$ cat src/rtl/mux_nbit_x4_pkg.sv
// Shared constants for the 4-to-1 valid/ready stream gatherer (mux_nbit_x4_rr).
package mux_nbit_x4_pkg;
  localparam int SEL_W  = 2;
  localparam int NUM_CH = 4;

  localparam logic [SEL_W-1:0] CH_A     = 2'd0;
  localparam logic [SEL_W-1:0] CH_B     = 2'd1;
  localparam logic [SEL_W-1:0] CH_C     = 2'd2;
  localparam logic [SEL_W-1:0] CH_D     = 2'd3;
  localparam logic [SEL_W-1:0] RST_LAST = 2'd3;

  function automatic logic [NUM_CH-1:0] ch_onehot(input logic [SEL_W-1:0] idx);
    ch_onehot      = '0;
    ch_onehot[idx] = 1'b1;
  endfunction
endpackage

$ cat src/rtl/rr_arbiter_x4.sv
// Four-requester arbiter: round-robin by default, fixed priority a>b>c>d
// when MUX_NBIT_X4_FIXED_PRIO_EN is defined.
module rr_arbiter_x4
  import mux_nbit_x4_pkg::*;
(
  input  logic              clk,
  input  logic              reset,
  input  logic [NUM_CH-1:0] req,
  input  logic              advance,
  output logic [NUM_CH-1:0] grant,
  output logic [SEL_W-1:0]  grant_idx,
  output logic              any_grant
);

`ifdef MUX_NBIT_X4_FIXED_PRIO_EN
  // No pointer state in this variant; keep the shared port list quiet.
  logic unused_ports;
  assign unused_ports = ^{clk, reset, advance};

  always_comb begin
    grant_idx = '0;
    any_grant = 1'b0;
    for (int k = NUM_CH - 1; k >= 0; k--) begin
      if (req[k]) begin
        grant_idx = SEL_W'(k);
        any_grant = 1'b1;
      end
    end
  end
`else
  logic [SEL_W-1:0] last_q, last_d;

  // Search last+1 .. last+4; the 2-bit add wraps the index mod 4.
  always_comb begin
    logic [SEL_W-1:0] cand;
    cand      = '0;
    grant_idx = '0;
    any_grant = 1'b0;
    for (int k = 1; k <= NUM_CH; k++) begin
      cand = last_q + SEL_W'(k);
      if (!any_grant && req[cand]) begin
        grant_idx = cand;
        any_grant = 1'b1;
      end
    end
  end

  assign last_d = (advance && any_grant) ? grant_idx : last_q;

  always_ff @(posedge clk or posedge reset) begin
    if (reset) last_q <= RST_LAST;
    else       last_q <= last_d;
  end
`endif

  assign grant = any_grant ? ch_onehot(grant_idx) : '0;

endmodule

$ cat src/rtl/mux_nbit_x4_rr.sv
// Gathers four valid/ready streams into one registered output with source tag.
// Arbitration policy selected by MUX_NBIT_X4_FIXED_PRIO_EN (see rr_arbiter_x4).
module mux_nbit_x4_rr
  import mux_nbit_x4_pkg::*;
#(
  parameter int BUS_WIDTH = 8
) (
  input  logic                 clk,
  input  logic                 reset,
  input  logic [BUS_WIDTH-1:0] a,
  input  logic                 a_valid,
  output logic                 a_ready,
  input  logic [BUS_WIDTH-1:0] b,
  input  logic                 b_valid,
  output logic                 b_ready,
  input  logic [BUS_WIDTH-1:0] c,
  input  logic                 c_valid,
  output logic                 c_ready,
  input  logic [BUS_WIDTH-1:0] d,
  input  logic                 d_valid,
  output logic                 d_ready,
  output logic [BUS_WIDTH-1:0] y,
  output logic [SEL_W-1:0]     sel,
  output logic                 y_valid,
  input  logic                 y_ready
);

  logic                 load;
  logic [NUM_CH-1:0]    req, grant;
  logic [SEL_W-1:0]     g_idx;
  logic                 any_grant;
  logic [BUS_WIDTH-1:0] mux_data;
  logic [BUS_WIDTH-1:0] y_q, y_d;
  logic [SEL_W-1:0]     sel_q, sel_d;
  logic                 y_valid_q, y_valid_d;

  // Output slot is free when empty or being drained this cycle.
  assign load = !y_valid_q || y_ready;
  assign req  = {d_valid, c_valid, b_valid, a_valid};

  rr_arbiter_x4 u_arb (
    .clk       (clk),
    .reset     (reset),
    .req       (req),
    .advance   (load),
    .grant     (grant),
    .grant_idx (g_idx),
    .any_grant (any_grant)
  );

  assign {d_ready, c_ready, b_ready, a_ready} = (load && !reset) ? grant : '0;

  always_comb begin
    case (g_idx)
      CH_A:    mux_data = a;
      CH_B:    mux_data = b;
      CH_C:    mux_data = c;
      default: mux_data = d;
    endcase
  end

  always_comb begin
    y_d       = y_q;
    sel_d     = sel_q;
    y_valid_d = y_valid_q;
    if (load) begin
      y_valid_d = any_grant;
      if (any_grant) begin
        y_d   = mux_data;
        sel_d = g_idx;
      end
    end
  end

  always_ff @(posedge clk or posedge reset) begin
    if (reset) begin
      y_q       <= '0;
      sel_q     <= '0;
      y_valid_q <= 1'b0;
    end else begin
      y_q       <= y_d;
      sel_q     <= sel_d;
      y_valid_q <= y_valid_d;
    end
  end

  assign y       = y_q;
  assign sel     = sel_q;
  assign y_valid = y_valid_q;

endmodule

$ cat config.mk
export PLATFORM = sky130hd
export DESIGN_NAME = mux_nbit_x4_rr
export DESIGN_NICKNAME = d
export VERILOG_FILES = /design/src/rtl/mux_nbit_x4_pkg.sv /design/src/rtl/rr_arbiter_x4.sv /design/src/rtl/mux_nbit_x4_rr.sv
export SDC_FILE = /design/constraint.sdc
export NUM_CORES = 1
export LEC_CHECK = 0
export ABC_AREA = 0
export ABC_CLOCK_PERIOD_IN_PS = 2900
export BUFFER_PORTS_ARGS = -buffer_cell sky130_fd_sc_hd__buf_2
export CORE_MARGIN = 1.5
export CORE_UTILIZATION = 45
export CTS_CLUSTER_DIAMETER = 50
export DETAILED_ROUTE_END_ITERATION = 16
export PLACE_DENSITY_LB_ADDON = 0.25
export SLEW_MARGIN = 20
export SYNTH_ARGS = -nofsm -noshare
export SYNTH_HDL_FRONTEND = slang
export SYNTH_SLANG_ARGS = --single-unit
export TNS_END_PERCENT = 5
$ cat constraint.sdc
create_clock -name clk -period 2.9 [get_ports clk]
set_input_delay 0.435 -clock clk [delete_from_list [all_inputs] [get_ports clk]]
set_output_delay 0.435 -clock clk [all_outputs]
set_load 0.005 [all_outputs]
# Yosys cells after proc, flatten, opt, wreduce, memory -nomap -nowiden
# Index checks and enable logic that the tools add are counted.
word_totals:
  output_inout_bits: 15
  regBits: 13
  in_bits: 39
  elab_cells: 50
classes:
  n_lt_le_gt_ge: 6
  reduce_logical: 14
  n_addsub: 3
  n_eq_ne: 2
  n_mux: 21
ops:
  columns: ["operator", "n"]
  rows:
  - ["one-hot mux 8 bit (3 select lines)", 1]
  - ["< comparator 2 x 3 -> 1 bit, second input constant", 5]
  - ["two-way mux 1 bit", 9]
  - ["binary-select mux 1 bit (select 2 bit)", 4]
  - ["two-way mux 2 bit", 4]
  - ["two-way mux 4 bit", 2]
  - ["logical AND 1 bit", 6]
  - ["logical NOT 1 bit", 5]
  - ["adder 2 bit, second input constant", 2]
  - ["adder 2 x 1 -> 2 bit, second input constant", 1]
  - ["demux 1 bit (select 2 bit)", 1]
  - ["== test 2 x 1 -> 1 bit, second input constant", 1]
  - ["== test 2 bit, second input constant", 1]
  - ["greater-or-equal comparator 2 x 1 -> 1 bit, second input constant", 1]
  - ["logical NOT 2 bit", 1]
  - ["AND reduction 2 bit", 1]
  - ["logical OR 1 bit", 1]

# Longest topological paths before layout
# Gate-level depths: netlist (run 1).
logic_depth:
  depth_word: 19
  depth_mapped: 7
  mapped_depth_nobuf: 5

# Modules after synthesis
# A second synthesis (run 1) with hierarchy kept.
unflattened:
  cells_unflattened: 74
  hier_area_um2: 862.1
modules_own_cells:
  columns: ["mod", "area_each_um2", "seq_area_each_um2", "instances", "cells_each"]
  rows:
  - ["mux_nbit_x4_rr", 634.4, 275.3, 1, 40]
  - ["rr_arbiter_x4", 227.7, 52.6, 1, 34]

# Worst setup path before layout (run 1)
# Ideal clock, no wire load.
synth_timing:
  path_kind: "reg-to-output"
  from: "register u_arb.last_q[1]"
  to: "output port a_ready"
  required_time_ps: 2465
  t_arrival_ps: 1563
  path_slack_ps: 902
  n_path_buf: 2
  path_stages_with_launch: 7
  path_cell_list: "dfstp_2 -> buf_6 -> mux2i_1 -> o21ai_1 -> a311oi_2 -> buf_4 -> nor3b_1"
synth_between:
  elab_chain_cells: 19
  word_cells_on_any_way: 32
  cone_classes: "add/sub (3); order compare (2); mux (20); reduce/logical (7)"
synth_lines:
  columns: ["element", "line", "rtl"]
  rows:
  - ["start, declared", "rr_arbiter_x4.sv:31", "logic [SEL_W-1:0] last_q, last_d;"]
  - ["start signal, assigned", "rr_arbiter_x4.sv:52", "else last_q <= last_d;"]
  - ["adder 2 x 1 -> 2 bit", "rr_arbiter_x4.sv:40", "cand = last_q + SEL_W'(k);"]
  - ["binary-select mux 1 bit (select 2 bit)", "rr_arbiter_x4.sv:41", "if (!any_grant && req[cand]) begin"]
  - ["two-way mux 1 bit (implied by the code)", "rr_arbiter_x4.sv:41", null]
  - ["two-way mux 1 bit", "rr_arbiter_x4.sv:41", null]
  - ["logical NOT 1 bit", "rr_arbiter_x4.sv:41", null]
  - ["logical AND 1 bit", "rr_arbiter_x4.sv:41", null]
  - ["two-way mux 1 bit", "rr_arbiter_x4.sv:41", null]
  - ["logical NOT 1 bit", "rr_arbiter_x4.sv:41", null]
  - ["[... 3 more ...]", null, null]
  - ["logical AND 1 bit", "rr_arbiter_x4.sv:41", null]
  - ["two-way mux 2 bit", "rr_arbiter_x4.sv:41", null]
  - ["< comparator 2 x 3 -> 1 bit (implied by the code) / greater-or-equal comparator 2 x 1 -> 1 bit (equally long branches)", "mux_nbit_x4_pkg.sv:14", "ch_onehot[idx] = 1'b1;"]
  - ["logical AND 1 bit (implied by the code)", "mux_nbit_x4_pkg.sv:14", null]
  - ["two-way mux 1 bit (implied by the code)", "mux_nbit_x4_pkg.sv:14", null]
  - ["demux 1 bit (select 2 bit)", null, null]
  - ["two-way mux 4 bit *", "rr_arbiter_x4.sv:56", "assign grant = any_grant ? ch_onehot(grant_idx) : '0;"]
  - ["two-way mux 4 bit *", "mux_nbit_x4_rr.sv:51", "assign {d_ready, c_ready, b_ready, a_ready} = (load && !reset) ? grant : '0;"]
  - ["end, declared", "mux_nbit_x4_rr.sv:12", "output logic a_ready,"]
# Every way passes the cells marked *; elsewhere a longest branch is shown, timed or not. The select of a mux whose other input is x is not followed.

# Final worst setup path (run 1)
layout_timing:
  from: "register u_arb.last_q[1]"
  to: "output port c_ready"
layout_between:
  elab_chain_cells: 19
  word_cells_on_any_way: 32
  cone_classes: "add/sub (3); order compare (2); mux (20); reduce/logical (7)"
layout_lines:
  columns: ["element", "line", "rtl"]
  rows:
  - ["adder 2 x 1 -> 2 bit", "rr_arbiter_x4.sv:40", null]
  - ["binary-select mux 1 bit (select 2 bit)", "rr_arbiter_x4.sv:41", null]
  - ["two-way mux 1 bit (implied by the code)", "rr_arbiter_x4.sv:41", null]
  - ["two-way mux 1 bit", "rr_arbiter_x4.sv:41", null]
  - ["logical NOT 1 bit", "rr_arbiter_x4.sv:41", null]
  - ["logical AND 1 bit", "rr_arbiter_x4.sv:41", null]
  - ["two-way mux 1 bit", "rr_arbiter_x4.sv:41", null]
  - ["logical NOT 1 bit", "rr_arbiter_x4.sv:41", null]
  - ["[... 3 more ...]", null, null]
  - ["logical AND 1 bit", "rr_arbiter_x4.sv:41", null]
  - ["two-way mux 2 bit", "rr_arbiter_x4.sv:41", null]
  - ["< comparator 2 x 3 -> 1 bit (implied by the code) / greater-or-equal comparator 2 x 1 -> 1 bit (equally long branches)", "mux_nbit_x4_pkg.sv:14", null]
  - ["logical AND 1 bit (implied by the code)", "mux_nbit_x4_pkg.sv:14", null]
  - ["two-way mux 1 bit (implied by the code)", "mux_nbit_x4_pkg.sv:14", null]
  - ["demux 1 bit (select 2 bit)", null, null]
  - ["two-way mux 4 bit *", "rr_arbiter_x4.sv:56", null]
  - ["two-way mux 4 bit *", "mux_nbit_x4_rr.sv:51", null]
  - ["end, declared", "mux_nbit_x4_rr.sv:18", "output logic c_ready,"]
# Marked as above.

==> impl_results.md, run 1 <==
- Worst R2R End: y[7]
- First-pass GRT wire length: 3.09 mm
- Fin crit period: 2510 ps
- RSZ-0062 raised after global routing: no
- Hold Buf Count CTS: 0
- VDD IR max: 0.000337 V
- I/O Buffers: 53
- FF-to-FF Start: u_arb.last_q[1]
- Die H: 46.9 µm
- Largest area contributor in the netlist: dfrtp_1
- Total negative slack: 0 ps
- Pin count of the biggest net entering global routing: 14
- Antenna cell count: 0
- DRT Pass-1 Iters: 5
- Final hold violations: 0
- Mean number of vias per cell: 5.34
- CP max-delay cell: dfstp_2
- Post-CTS Setup Repair Bufs: 0
- Gp weighted congestion: 0.844
- Cells on worst reg2reg path: 6
- Multi-input logic area: 483 µm²
- Depth of the CTS H-tree: 1
- Netlist cell types: 26
- CP arrival: 2070 ps
- Setup Viol. Count Final: 0
- DR vias: 886
- R2R setup slack: 700 ps
- Avg Cell Area, Syn: 10.1 µm²
- Max-slew violations: 0
- Synth top area cells: dfrtp_1 32%, mux2i_1 20%, o221ai_2 10%
- Reg clk slew, reported paths: 90 ps
- Total Wirelength: 2.20 mm
- Post-synthesis sequential area ratio: 0.379
- Cell Area, Synth: 866 µm²
- Hold Path Class: input pin to asynchronous set/reset pin
- CTS Sinks: 13
- Die ar.: 0.00220 mm²
- Power Density: 548 mW/mm²
- Initial antenna violation count: 0
- Slowest stage delay, CP: 610 ps
- Clk root buf: clkbuf_4
- Worst Tran Pin Value: 511 ps
- Worst Setup End Kind: primary output
- Crit Path Class: register to primary output
- Met2 WL post-DR: 1.07 mm
- Global route overflow: 0
- Worst Path Required: 2470 ps
- Crit-path max FO: 8
- Startpoint class of the critical path: register
- Post-synth top area share: 0.318
- Met1 WL: 916 µm
- Vias in the first global route: 729
- Final cell count without fillers: 166
- CTS tree: yes
- Nets: 181
- YS warnings: 0
- P_leak: 0.630 nW
- Maximum clock rate: 398 MHz
- CP Cell Sequence: mux2i_1 -> o21ai_1 -> a311oi_4 -> nor3b_1 -> buf_2
- Syn Inst Count: 86
- CTS resizes: 0
- Initial core utilization: 0.491
- Area Growth Syn to Fin: 37.0%
- Number of max-cap violations: 0
- Min Hold Slack: 212 ps
- Storage cell area: 328 µm²
- Initial DRC Count: 17
- WL met3: 168 µm
- CTS Buf Count: 3
- Num rows: 15
- Gr usage total: 0.203
- Filler cells: 169
- Core area: 0.00176 mm²
- WL/cell: 13.2 µm
- Post-DP HPWL: 1.66 mm
- I/O pin cnt: 54
- Number of synthesized register bits: 13
- Status: finished clean
- Later-pin clock latency in the skew report: 280 ps
- Share of cells above drive strength 1: 0.489
- Uppermost layer routed: met4
- Slew HR: 0.659
- Layout Utilization: 0.672
- Post-route DRC: 0
- Crit path from: u_arb.last_q[1]
- Die Wd: 46.9 µm
- CTS max path bufs: 2
- Final ANT Viol Nets: 0
- Placed Cells incl. Taps: 162
- Total power draw: 0.000650 W
- Setup crit end: c_ready
- Layout Skew: 3.33 ps
- Post-Syn Nets: 125
- Final worst path period share: 0.865
==> layout make-up <==
| type | count | share of cell area |
|---|---|---|
| multi-input combinational | 61 | 0.407 |
| clock buffer | 4 | 0.0222 |
| tap | 25 | 0.0264 |
| inverter | 6 | 0.0190 |
| sequential | 13 | 0.276 |
| timing repair buffer | 57 | 0.249 |
==> worst min path at each step <==
stage / from / endpoint / slack (ps)
floorplan: reset / sel[0] / 310
global placement: sel[1] / sel[1] / 460
detailed placement: sel[1] / sel[1] / 460
CTS: reset / y[5] / 230
global route: reset / y[1] / 270
finish: reset / y[5] / 210
==> synthesized netlist by cell type, drive strengths merged <==
library cell,n
nand2b,2
a211oi,1
a311oi,1
inv,6
a21o,1
nor2,2
o22ai,1
nor4,1
a22oi,1
nor3b,3
mux2i,17
a31oi,1
nor3,2
clkbuf,1
dfrtp,11
buf,5
a21oi,3
dfstp,2
nand2,14
nand3b,1
o21ai,2
o221ai,8
==> cells by family (layout without fill, tap and decap cells) <==
logic type / after synthesis / after routing / synth area share
buffers and inverters: 12 / 67 / 0.0766
flip-flops: 13 / 13 / 0.379
AND/OR/NAND/NOR: 25 / 25 / 0.137
multiplexers: 17 / 17 / 0.197
AO/OA/AOI/OAI: 19 / 19 / 0.211
==> layout by cell type, fill, tap and decap left out, types with 2 or more instances in the layout <==
cell type  netlist  final
clkbuf_4         0      3
nor2_1           2      2
nor3_1           2      2
o221ai_2         6      6
inv_1            6      6
mux2i_1         17     17
buf_4            1      4
a21oi_1          3      3
buf_2            2     53
dfrtp_1         11     11
nand2b_1         2      2
dfstp_2          2      2
nand2_1         14     14
nor3b_1          3      3
o221ai_1         2      2
==> flip-flops by register name, summed over array words and instances (netlist names) <==
signal        count
y                 8
sel               2
u_arb.last_q      2
y_valid           1
==> per-stage QoR <==
| stage | worst slack [ps] | area, µm² |
|---|---|---|
| after floorplan | 902 | 866 |
| after global placement | 781 | 1160 |
| after detailed placement | 729 | 1160 |
| after CTS | 395 | 1190 |
| after global routing | 257 | 1190 |
| final | 390 | 1190 |
==> power by group <==
part | internal (W) | leakage (nW) | switching [W]
registers | 0.000230 | 0.152 | 0.0000277
clock network | 0.0000534 | 0.0150 | 0.0000647
logic | 0.000139 | 0.464 | 0.000135
==> routing by layer <==
metal / up-vias / GRT usage
met3: 7 / 0.0346
met4: 0 / 0.100
li1: 426 / -
met2: 49 / 0.323
met5: - / 0
met1: 404 / 0.265
==> worst max-delay path: cells and delay by family, from the launching register on <==
family                 cells  cell delay (ps)
DFF                        1              610
buffers and inverters      1              140
AOI/OAI and AO/OA          2              560
muxes                      1              230
and+or+nand+nor            1              250
Power figures use the tool's default switching activity.
==> run 2: changes to the inputs <==
- CTS_BUF_LIST: unset -> sky130_fd_sc_hd__clkbuf_4 sky130_fd_sc_hd__clkbuf_8 sky130_fd_sc_hd__clkbuf_16
==> impl_results.md, run 2 (same netlist as run 1, synthesis figures left out) <==
- Status: finished clean
- Multi-input logic area: 483 µm² (unchanged)
- Die H: 46.9 µm (unchanged)
- CTS Buf Count: 3 (unchanged)
- Filler cells: 170 (+0.59%)
- Initial core utilization: 0.491 (unchanged)
- Hold Buf Count CTS: 0 (unchanged)
- CP top delay family: flip-flops
- Antenna cell count: 0 (unchanged)
- Later-pin clock latency in the skew report: 280 ps (about the same)
- Worst Tran Pin Value: 529 ps (+18.4 ps)
- P_leak: 0.634 nW (+0.54%)
- Share of cells above drive strength 1: 0.496 (+0.00709)
- Reg clk slew, reported paths: 90 ps (about the same)
- Final ANT Viol Nets: 0 (unchanged)
- Final worst path period share: 0.866 (about the same)
- CP arrival: 2080 ps (about the same)
- Crit-path max FO: 8 (unchanged)
- Area Growth Syn to Fin: 37.4%
- WL/cell: 13.5 µm (+1.7%)
- CP Cell Sequence: mux2i_1 -> o21ai_1 -> a311oi_4 -> nor3b_1 -> buf_2
- Worst Setup End Kind: primary output
- Power Density: 557 mW/mm² (+1.6%)
- Sw Ratio: 0.348 (-0.00222)
- Die ar.: 0.00220 mm² (unchanged)
- NetSw: 0.000230 W (+1.2%)
- RSZ-0062 raised after global routing: no
- Vias in the first global route: 731 (+0.27%)
- Gr usage total: 0.204 (+0.000789)
- DR vias: 886 (unchanged)
- Number of max-cap violations: 0 (unchanged)
- Crit Path Class: register to primary output
- I/O pin cnt: 54 (unchanged)
- CTS resizes: 0 (unchanged)
- Core area: 0.00176 mm² (unchanged)
- Die Wd: 46.9 µm (unchanged)
- Clock power frac: 0.196 (+0.014)
- Setup Viol. Count Final: 0 (unchanged)
- CTS Sinks: 13 (unchanged)
- Pin count of the biggest net entering global routing: 14 (unchanged)
- Commonest non-fill, non-tap cell in the layout: buf_2
- Initial DRC Count: 20 (+3)
- Gp weighted congestion: 0.844 (unchanged)
- Max-slew violations: 0 (unchanged)
- Slowest stage delay, CP: 620 ps (about the same)
- Num rows: 15 (unchanged)
- Depth of the CTS H-tree: 1 (unchanged)
- CP max-delay cell: dfstp_2
- CTS tree: yes
- Mean number of vias per cell: 5.34 (unchanged)
- CTS max path bufs: 2 (unchanged)
- VDD IR max: 0.000338 V (+0.27%)
- I/O Buffers: 53 (unchanged)
- Total negative slack: 0 ps (unchanged)
- First-pass GRT wire length: 3.10 mm (+0.23%)
- Sequential power share: 0.389 (-0.007)
- Cells on worst reg2reg path: 6 (unchanged)
- Post-DP HPWL: 1.66 mm (unchanged)
- Fin worst setup slack: 389 ps (-1.76 ps)
- Worst Path Required: 2470 ps (about the same)
- Combinational power share: 0.415 (-0.007)
- Startpoint class of the critical path: register
- Post-route DRC: 0 (unchanged)
- Worst R2R End: y[7]
- Storage cell area: 328 µm² (unchanged)
- FF-to-FF Start: u_arb.last_q[1]
- Fin crit period: 2510 ps (+1.76 ps)
- Post-CTS Setup Repair Bufs: 0 (unchanged)
- Layout Skew: 2.08 ps (-1.25 ps)
- Nets: 181 (unchanged)
- Initial antenna violation count: 0 (unchanged)
- Total Wirelength: 2.23 mm (+1.7%)
- DP Worst Slack: 729 ps (unchanged)
- Maximum clock rate: 398 MHz (about the same)
- Slew HR: 0.647 (-0.0123)
- Commonest non-fill, non-tap cells in the layout: 53 x buf_2, 17 x mux2i_1, 14 x nand2_1
- Hold Path Class: input pin to asynchronous set/reset pin
- WP buf/inv: 1 (unchanged)
- Final hold violations: 0 (unchanged)
- R2R setup slack: 700 ps (about the same)
- Cell Int Power: 0.000432 W (+2.2%)
- DRT Pass-1 Iters: 4 (-1)
- Clk root buf: clkbuf_4
- Max reg flops: 8 (unchanged)
- Global route overflow: 0 (unchanged)
-- run 2: per-stage QoR --
step / util / power [W] / cells / hold WS, ps / cell area, µm²
global placement: 0.657 / 0.000526 / 162 / 458 / 1160
CTS: 0.674 / 0.000665 / 166 / 229 / 1190
finish: 0.674 / 0.000662 / 166 / 216 / 1190
detailed placement: 0.657 / 0.000536 / 162 / 462 / 1160
global route: 0.674 / 0.000701 / 166 / 274 / 1190
floorplan: - / 0.000439 / 86 / 311 / 866
-- run 2: area by class of cell --
class                      instances  share of cell area
sequential                        13               0.275
multi-input combinational         61               0.406
tap                               25              0.0263
timing repair buffer              57               0.248
clock buffer                       4              0.0252
inverter                           6              0.0189
-- run 2: power groups by stage --
stage	combinational [W]	clock (W)	sequential (W)
2_1_floorplan	0.000181	0	0.000258
3_3_place_gp	0.000268	0	0.000258
3_5_place_dp	0.000276	0	0.000259
4_1_cts	0.000276	0.000131	0.000257
5_1_grt	0.000301	0.000137	0.000263
6_report	0.000275	0.000130	0.000258
-- run 2: per-layer routing --
layer | vias to the layer above | GRT usage | wire [µm]
met5 | - | 0 | 0
met4 | 0 | 0.100 | 42
met3 | 5 | 0.0346 | 147
met2 | 44 | 0.326 | 1090
met1 | 412 | 0.265 | 953
li1 | 425 | - | -
-- run 2: how the worst max path moves through the flow --
stage                         start       to  slack, ps  cells past startpoint
global placement            d_valid  b_ready        780                      7
floorplan           u_arb.last_q[1]  a_ready        900                      6
finish              u_arb.last_q[1]  c_ready        390                      5
detailed placement  u_arb.last_q[1]  c_ready        730                      5
global route        u_arb.last_q[1]  a_ready        260                      5
CTS                 u_arb.last_q[1]  c_ready        390                      5
==> run 3: changes to the inputs <==
- CELL_PAD_IN_SITES_DETAIL_PLACEMENT: unset -> 0
- CELL_PAD_IN_SITES_GLOBAL_PLACEMENT: unset -> 1
- CORE_ASPECT_RATIO: unset -> 2
- CORE_UTILIZATION: 45 -> 32
==> impl_results.md, run 3 (same netlist as run 1, synthesis figures left out) <==
- Status: finished clean
- CTS resizes: 0 (unchanged)
- Clk root buf: clkbuf_8
- DP Worst Slack: 649 ps (-80.6 ps)
- Total Wirelength: 2.33 mm (+4.4%)
- Initial antenna violation count: 0 (unchanged)
- Final cell count without fillers: 169 (+1.8%)
- Commonest non-fill, non-tap cells in the layout: 53 x buf_2, 17 x mux2i_1, 14 x nand2_1
- Initial DRC Count: 7 (-65%)
- Hold Buf Count CTS: 0 (unchanged)
- Startpoint class of the critical path: register
- Worst Tran Pin Value: 512 ps (-17.1 ps)
- Die Wd: 39.8 µm (-15%)
- Max-slew violations: 0 (unchanged)
- VDD IR max: 0.000318 V (-6.0%)
- CTS tree: yes
- Hold Path Class: input pin to asynchronous set/reset pin
- Cells on worst reg2reg path: 6 (unchanged)
- Slew HR: 0.658 (+0.0114)
- Die H: 76.6 µm (+63%)
- Worst R2R End: y[3]
- Commonest non-fill, non-tap cell in the layout: buf_2
- Worst Path Required: 2470 ps (about the same)
- FF-to-FF Start: u_arb.last_q[1]
- Setup Viol. Count Final: 0 (unchanged)
- Layout Skew: 2.14 ps (+0.0573 ps)
- Post-DP HPWL: 1.86 mm (+12%)
- I/O Buffers: 53 (unchanged)
- DRT Pass-1 Iters: 4 (unchanged)
- Total negative slack: 0 ps (unchanged)
- Later-pin clock latency in the skew report: 240 ps (-40 ps)
- CP arrival: 2100 ps (+20 ps)
- Final ANT Viol Nets: 0 (unchanged)
- Layout Utilization: 0.472 (-0.203)
- CTS Buf Count: 3 (unchanged)
- Post-route DRC: 0 (unchanged)
- Maximum clock rate: 395 MHz (-0.84%)
- R2R setup slack: 900 ps (+200 ps)
- Final worst path period share: 0.873 (+0.00737)
- Share of cells above drive strength 1: 0.496 (unchanged)
- Crit path from: u_arb.last_q[1]
- Pin count of the biggest net entering global routing: 14 (unchanged)
- Fin worst setup slack: 367 ps (-21.4 ps)
- Crit Path Class: register to primary output
- Worst Setup End Kind: primary output
- Nets: 181 (unchanged)
- Reg clk slew, reported paths: 60 ps (-30 ps)
- Placed Cells incl. Taps: 165 (+1.9%)
- Num rows: 26 (+11)
- Crit-path max FO: 11 (+3)
- CTS max path bufs: 2 (unchanged)
- Min Hold Slack: 255 ps (+39.3 ps)
- Final hold violations: 0 (unchanged)
- Fin crit period: 2530 ps (+21.4 ps)
- RSZ-0062 raised after global routing: no
- Number of max-cap violations: 0 (unchanged)
- Die ar.: 0.00305 mm² (+39%)
- Power Density: 582 mW/mm² (+4.6%)
- First-pass GRT wire length: 3.93 mm (+27%)
- DR vias: 881 (-0.56%)
- Max reg flops: 8 (unchanged)
- Gp weighted congestion: 0.675 (-20%)
- Antenna cell count: 0 (unchanged)
- Gr usage total: 0.181 (-0.0225)
- WL/cell: 13.8 µm (+2.5%)
- Global route overflow: 0 (unchanged)
- Depth of the CTS H-tree: 1 (unchanged)
- I/O pin cnt: 54 (unchanged)
- Vias in the first global route: 921 (+26%)
- Initial core utilization: 0.337 (-0.154)
- Post-CTS Setup Repair Bufs: 0 (unchanged)
- Core area: 0.00257 mm² (+46%)
- P_leak: 0.641 nW (+1.2%)
- CTS Sinks: 13 (unchanged)
- Area Growth Syn to Fin: 40.0%
- Mean number of vias per cell: 5.21 (-2.3%)
-- run 3: cell types whose count changed in the layout (fill, tap and decap cells not counted) --
cell      change
clkbuf_8      +3
clkbuf_4      -3
-- run 3: final cells by class --
| type | count | area [µm²] |
|---|---|---|
| Tap cell | 28 | 35.0 |
| Sequential cell | 13 | 328 |
| Timing Repair Buffer | 57 | 295 |
| Clock buffer | 4 | 48.8 |
| Fill cell | 258 | 1360 |
| Multi-Input combinational cell | 61 | 483 |
| Inverter | 6 | 22.5 |
-- run 3: metal layers --
metal | wire length [µm] | share of wire | track usage | up-vias
met4 | 28 | 0.012 | 0.0931 | 0
met5 | 0 | 0 | 0 | -
li1 | - | - | - | 426
met1 | 842 | 0.36 | 0.191 | 427
met2 | 1380 | 0.59 | 0.320 | 26
met3 | 85 | 0.036 | 0.0175 | 2
-- run 3: where the power goes --
part,leakage [nW],switching [W],internal (W)
Combinational,0.464,0.000137,0.000139
Clock,0.0262,0.0000653,0.000106
Sequential,0.152,0.0000276,0.000230
Total,0.641,0.000230,0.000476
-- run 3: worst max-delay path, cell delays in order, from the launching register on --
cell      delay, ps
dfstp_2         610
mux2i_1         220
o21ai_1         140
a311oi_4        280
buf_4           260
nor3b_1         210
buf_2           140
-- run 3: through the flow --
stage,area [µm²],total power (W)
after floorplan,866,0.000439
after global placement,1160,0.000536
after detailed placement,1160,0.000541
after CTS,1210,0.000716
after global routing,1210,0.000752
final,1210,0.000706
-- run 3: how the worst max path moves through the flow --
stage               slack, ps       to  cells past startpoint
finish                    370  c_ready                      6
CTS                       380  c_ready                      6
floorplan                 900  a_ready                      6
global placement          750  c_ready                      6
detailed placement        650  c_ready                      6
global route              290  c_ready                      6
